## src/rtl/dcache_flush_unit.sv

```systemverilog
// Flush/init engine for the write-back dcache: walks every set/way, writes back
// dirty lines on flush, invalidates every line, then pulses a completion strobe.
module dcache_flush_unit #(
    parameter int NUM_SETS = 256,
    parameter int NUM_WAYS = 8,
    parameter int PLEN     = 56,
    parameter int OFFSET_W = 4,
    parameter int LINE_W   = 128,
    localparam int IDX_W   = $clog2(NUM_SETS),
    localparam int WAY_W   = (NUM_WAYS > 1) ? $clog2(NUM_WAYS) : 1,
    localparam int TAG_W   = PLEN - IDX_W - OFFSET_W
) (
    input  logic              clk_i,
    input  logic              rst_i,
    input  logic              flush_i,
    output logic              flush_ack_o,
    input  logic              init_i,
    output logic              init_done_o,
    output logic              busy_o,
    output logic              arr_req_o,
    output logic              arr_we_o,
    output logic [IDX_W-1:0]  arr_idx_o,
    output logic [WAY_W-1:0]  arr_way_o,
    input  logic              arr_valid_i,
    input  logic              arr_dirty_i,
    input  logic [TAG_W-1:0]  arr_tag_i,
    input  logic [LINE_W-1:0] arr_data_i,
    output logic              wb_req_o,
    input  logic              wb_gnt_i,
    output logic [PLEN-1:0]   wb_addr_o,
    output logic [LINE_W-1:0] wb_data_o,
    input  logic              wb_ack_i
);

    localparam logic [2:0] S_IDLE    = 3'd0;
    localparam logic [2:0] S_READ    = 3'd1;
    localparam logic [2:0] S_CHECK   = 3'd2;
    localparam logic [2:0] S_WB_REQ  = 3'd3;
    localparam logic [2:0] S_WB_WAIT = 3'd4;
    localparam logic [2:0] S_INVAL   = 3'd5;
    localparam logic [2:0] S_ACK     = 3'd6;

    localparam logic MODE_FLUSH = 1'b0;
    localparam logic MODE_INIT  = 1'b1;

    logic [2:0]        state_q, state_d;
    logic              mode_q, mode_d;
    logic [IDX_W-1:0]  idx_q, idx_d;
    logic [WAY_W-1:0]  way_q, way_d;
    logic              init_pend_q, init_pend_d;
    logic              ack_sent_q, ack_sent_d;
    logic [PLEN-1:0]   wb_addr_q, wb_addr_d;
    logic [LINE_W-1:0] wb_data_q, wb_data_d;

    logic              last_line;
    logic              last_way;
    logic [2:0]        adv_state;
    logic [IDX_W-1:0]  adv_idx;
    logic [WAY_W-1:0]  adv_way;

    // Way is the inner loop; the counter wraps to (0,0) once the last line is done.
    always_comb begin
        last_way  = (way_q == WAY_W'(NUM_WAYS - 1));
        last_line = last_way && (idx_q == IDX_W'(NUM_SETS - 1));
        adv_idx   = idx_q;
        adv_way   = way_q + WAY_W'(1);
        if (last_way) begin
            adv_way = '0;
            adv_idx = idx_q + IDX_W'(1);
        end
        if (last_line) begin
            adv_state = S_ACK;
            adv_idx   = '0;
            adv_way   = '0;
        end else if (mode_q == MODE_INIT) begin
            adv_state = S_INVAL;
        end else begin
            adv_state = S_READ;
        end
    end

    always_comb begin
        state_d     = state_q;
        mode_d      = mode_q;
        idx_d       = idx_q;
        way_d       = way_q;
        init_pend_d = init_pend_q;
        ack_sent_d  = 1'b0;
        wb_addr_d   = wb_addr_q;
        wb_data_d   = wb_data_q;

        if (state_q != S_IDLE && init_i) begin
            init_pend_d = 1'b1;
        end

        case (state_q)
            S_IDLE: begin
                // flush_i may linger for one cycle after its ack; ignore it then.
                if (flush_i && !ack_sent_q) begin
                    mode_d  = MODE_FLUSH;
                    idx_d   = '0;
                    way_d   = '0;
                    state_d = S_READ;
                    if (init_i) begin
                        init_pend_d = 1'b1;
                    end
                end else if (init_i || init_pend_q) begin
                    mode_d      = MODE_INIT;
                    init_pend_d = 1'b0;
                    idx_d       = '0;
                    way_d       = '0;
                    state_d     = S_INVAL;
                end
            end
            S_READ: begin
                state_d = S_CHECK;
            end
            S_CHECK: begin
                if (arr_valid_i && arr_dirty_i) begin
                    wb_addr_d = {arr_tag_i, idx_q, {OFFSET_W{1'b0}}};
                    wb_data_d = arr_data_i;
                    state_d   = S_WB_REQ;
                end else if (arr_valid_i) begin
                    state_d = S_INVAL;
                end else begin
                    state_d = adv_state;
                    idx_d   = adv_idx;
                    way_d   = adv_way;
                end
            end
            S_WB_REQ: begin
                if (wb_gnt_i) begin
                    state_d = S_WB_WAIT;
                end
            end
            S_WB_WAIT: begin
                if (wb_ack_i) begin
                    state_d = S_INVAL;
                end
            end
            S_INVAL: begin
                state_d = adv_state;
                idx_d   = adv_idx;
                way_d   = adv_way;
            end
            S_ACK: begin
                ack_sent_d = (mode_q == MODE_FLUSH);
                state_d    = S_IDLE;
            end
            default: begin
                state_d = S_IDLE;
            end
        endcase
    end

    always_ff @(posedge clk_i) begin
        if (rst_i) begin
            state_q     <= S_IDLE;
            mode_q      <= MODE_FLUSH;
            idx_q       <= '0;
            way_q       <= '0;
            init_pend_q <= 1'b0;
            ack_sent_q  <= 1'b0;
            wb_addr_q   <= '0;
            wb_data_q   <= '0;
        end else begin
            state_q     <= state_d;
            mode_q      <= mode_d;
            idx_q       <= idx_d;
            way_q       <= way_d;
            init_pend_q <= init_pend_d;
            ack_sent_q  <= ack_sent_d;
            wb_addr_q   <= wb_addr_d;
            wb_data_q   <= wb_data_d;
        end
    end

    assign busy_o      = (state_q != S_IDLE);
    assign arr_req_o   = (state_q == S_READ) || (state_q == S_INVAL);
    assign arr_we_o    = (state_q == S_INVAL);
    assign arr_idx_o   = idx_q;
    assign arr_way_o   = way_q;
    assign wb_req_o    = (state_q == S_WB_REQ);
    assign wb_addr_o   = wb_addr_q;
    assign wb_data_o   = wb_data_q;
    assign flush_ack_o = (state_q == S_ACK) && (mode_q == MODE_FLUSH);
    assign init_done_o = (state_q == S_ACK) && (mode_q == MODE_INIT);

endmodule

```

## config.mk

```make
export PLATFORM = sky130hd
export DESIGN_NAME = dcache_flush_unit
export DESIGN_NICKNAME = d
export VERILOG_FILES = /design/src/rtl/dcache_flush_unit.sv
export SDC_FILE = /design/constraint.sdc
export NUM_CORES = 1
export LEC_CHECK = 0
export CORE_AREA = 2 2 146 148
export DETAILED_ROUTE_END_ITERATION = 16
export DIE_AREA = 0 0 148 150
export GPL_TIMING_DRIVEN = 0
export PLACE_DENSITY = 0.84
export SETUP_SLACK_MARGIN = 0.1
export SYNTH_ARGS = -nofsm -noshare
export SYNTH_HDL_FRONTEND = slang
export SYNTH_SLANG_ARGS = --single-unit
```

## constraint.sdc

```tcl
create_clock -name clk_i -period 2.9 [get_ports clk_i]
set_input_delay 0.725 -clock clk_i [delete_from_list [all_inputs] [get_ports clk_i]]
set_output_delay 0.725 -clock clk_i [all_outputs]
set_load 0.01 [all_outputs]
```

==> impl_results.md <==
* Net Sw Frac at 29.4%
* Critical Setup Path Class: reg -> out
* Internal power at 0.00470 W
* Hold Path Stages at 2
* Critical Path Fanout Max at 10
* Count of boundary I/O pins at 381
* Maximum buffer depth of the clock tree at 2
* Startpoint of the lowest-slack register-to-register path: arr_way_o[0]$_SDFFE_PP0P_
* Total half-perimeter wirelength after legalization and detailed placement at 19.9 mm
* Die X-Extent at 148 um
* Initial DRT Pass Iterations at 5
* Gate count after technology mapping at 918
* Worst-case vdd ir drop at between 0.3 and 0.4 mV
* Mean instance size in the synthesized netlist at 7.97 um^2
* Critical Path Slowest Stage Cell: clkdlybuf4s50_1
* CP Data Required Time at 2170 ps
* Reg-to-reg critical path endpoint: arr_idx_o[5]$_SDFFE_PP0P_
* Ordered list of cells on the worst path: buf_2 > nand2_1 > nor2_1 > clkdlybuf4s50_1
* Cell area after synthesis at 7310 um^2
* Overall overflow remaining after global route at 0
* Async S/R FF share, synth at 0%
* Worst path bufs/invs at 2
* Fmax at 0.385 GHz
* Number of hold-slack violations in the final timing report at 0
* Post-synth top area share at 53.9%
* Number of cells on the worst reg-to-reg path at 6
* # port buffers at 376
* Post-place instance area at between 10000 and 15000 um^2
* Gate family responsible for the most delay along the worst path: buffers and inverters
* Endpoint arrival time on the critical path at roughly 1900 ps
* Effective utilization at floorplan at a little over a third
* Part of the total power dissipated in the clock network at a little over a third
* Post-detailed-route via-to-cell ratio at approximately 4.8
* Clock transition at the registers of the reported paths at 70 ps
* Count of pins over their slew limit at 0
* Hold worst-path end: wb_data_o[25]$_SDFFE_PP0P_
* Min Clock Period, post-route at around 2600 ps
* Via count of the first global-routing pass at 7406
* Depth of the CTS H-tree at 4
* Unrepaired setup endpoints after global routing: false
* Number of core rows at 53
* Final standard cell utilization of the core at 58.0%
* Total clock sinks at 197
* Routed vias at 7732
* Reg power frac at a little over two fifths
* Endpoint kind of the worst setup timing path: output pin
* Yosys synthesis warning count at 0
* Top area cells in the synthesized netlist: dfxtp_1, nand2_1, a21oi_1
* Standby leakage power at a little over 4 nW
* Library cell with the largest summed area after synthesis: dfxtp_1
* Largest clock skew in the final design at 12.8 ps
* CTS tree: built
* Worst-skew pair later-pin latency at about 430 ps
* Post-synthesis register bit count at 197
* Class of the worst hold path: reg -> reg
* Transition time of the tightest slew-check pin at between 600 and 700 ps
* TritonCTS buffer count at 17
* Maximum number of pins on one net before global-route repair at 20
* Die outline area at 22200 um^2
* Detail-routed net length per standard cell at 16.0 um
* Part of the Yosys area used for sequential elements at 53.9%
* Wire length of the first global-routing pass at 38.6 mm
* Total power at 0.00666 W
* Global-route usage over all layers at ~22%
* Final design area excluding fillers at 12000 um^2
* Floorplan Core Area at 20700 um^2
* Chip height at 150 um
* Setup crit start kind: flip-flop
* CP peak stage delay at 550 ps
* Primary flip-flop cell chosen by synthesis mapping: dfxtp_1
* Slew headroom at between 50% and 60%
* GP Congestion at 0.875
* Number of DRC violations after detailed-routing iteration 0 at 310
* Most common cell in the netlist: nand2_1
* Ratio of cells with drive above 1 in the final layout at 6.55%
* Final period utilization at 89.6%
* Post-layout net count at 1498
* Initial antenna violation count at 1
* Most used standard cells in the synthesized netlist: nand2_1, dfxtp_1, a21oi_1, clkbuf_1, buf_2
* Switching pwr at 0.00196 W
* Count of nets left with antenna violations after detail routing at 0
* CTS Root Buffer Type: clkbuf_16
* Final setup vio count at 0
* Hold_sp: wb_data_o[25]$_SDFFE_PP0P_
* Minimum setup slack among reg-to-reg paths at approximately 800 ps
* Max Cap Viol at 0
* P&R area growth vs syn at 64.2%
* Total Routed Length at around 26 mm
* Portion of total power attributed to combinational logic at 21.5%
* Post-synth EDFFs at 0
* Ratio of total power to cell area at 555 nW/um^2
* Final routed DRC violation total at 0
* Setup repair bufs after CTS at 0
* Status: finished clean
* Post-synthesis cell type count at 53
==> state kept, by name, summed over array words and instances (netlist names) <==
signal       count
state_q          3
mode_q           1
arr_idx_o        8
ack_sent_q       1
wb_data_o      128
arr_way_o        3
wb_addr_o       52
init_pend_q      1
==> worst register-to-register path, stage by stage (launching register included) <==
cell and delay (ps):
dfxtp_1 400, ha_1 180, ha_1 380, nand3_2 170
or3_4 400, a311oi_1 290, o32ai_2 130
==> cell families (layout without fill, tap and decap cells) <==
kind of cell	Yosys count	count (layout)	synth area share, %
compound gates	222	222	17.2
xor+xnor	1	1	0.120
fa+ha+maj	3	3	0.513
buf+inv	80	487	4.94
flops	197	197	53.9
other cells	1	5	0.0513
simple gates	414	414	23.2
==> power by group through the flow <==
stage | Combinational [W] | Sequential [W] | Clock [W]
after detailed placement | 0.00143 | 0.00298 | 0
after floorplan | 0.000704 | 0.00301 | 0
after global routing | 0.00156 | 0.00293 | 0.00248
after global placement | 0.00140 | 0.00297 | 0
after CTS | 0.00143 | 0.00291 | 0.00237
final | 0.00143 | 0.00292 | 0.00231
==> worst max path at each step <==
stage / startpoint / endpoint / cells past startpoint
after floorplan: arr_way_o[0]$_SDFFE_PP0P_ / arr_idx_o[5]$_SDFFE_PP0P_ / 6
after global placement: rst_i / arr_idx_o[6]$_SDFFE_PP0P_ / 5
after detailed placement: rst_i / wb_data_o[116]$_SDFFE_PP0P_ / 5
after CTS: rst_i / wb_data_o[116]$_SDFFE_PP0P_ / 5
after global routing: state_q[0]$_SDFFE_PP0P_ / wb_req_o / 4
final: state_q[0]$_SDFFE_PP0P_ / wb_req_o / 4
==> layer usage <==
layer  routed length, um  global-route usage [%]  vias up
li1                    -                       -     3815
met1                9340                    23.4     3555
met2               12900                    39.3      311
met3                2600                    8.69       51
met4                 849                    9.81        0
met5                   0                       0        -
==> stage by stage <==
stage / std cells / hold WS, ps / setup TNS (ps) / worst slack, ps
global placement: 1572 / 440 / -9870 / -270
finish: 1604 / 453 / 0 / 303
CTS: 1603 / 455 / 0 / 108
floorplan: 921 / 447 / 0 / 995
detailed placement: 1572 / 446 / -12590 / -336
global route: 1603 / 467 / 0 / 216
==> area by class of cell <==
type / count / area, um^2
multi-input cells: 644 / 3020
clock buffers: 19 / 443
fillers: 1822 / 8680
inverters: 9 / 33.8
repair buffers: 376 / 3760
diodes: 1 / 2.50
well taps: 275 / 344
plain buffers: 70 / 327
clock inverters: 13 / 133
flip-flops and latches: 197 / 3950
==> placed cells by master (no fill, tap or decap), drive strengths merged, types with 3 or more instances in the layout <==
master	instances
o31ai	4
nor3	5
a21oi	188
inv	17
buf	34
o21ai	5
o32ai	5
nand4	4
nand2	369
clkinv	5
clkbuf	55
nor2b	3
dfxtp	197
ha	3
or3	5
nor2	9
conb	4
nand3	8
clkdlybuf4s50	376
a311oi	3
a211oi	5
==> repair_timing <==
item	4_1_cts	5_1_grt
setup endpoints to repair	2	18
resized for setup	0	5
hold buffers	0	0
No activity file was read; power rests on OpenSTA's default activity.
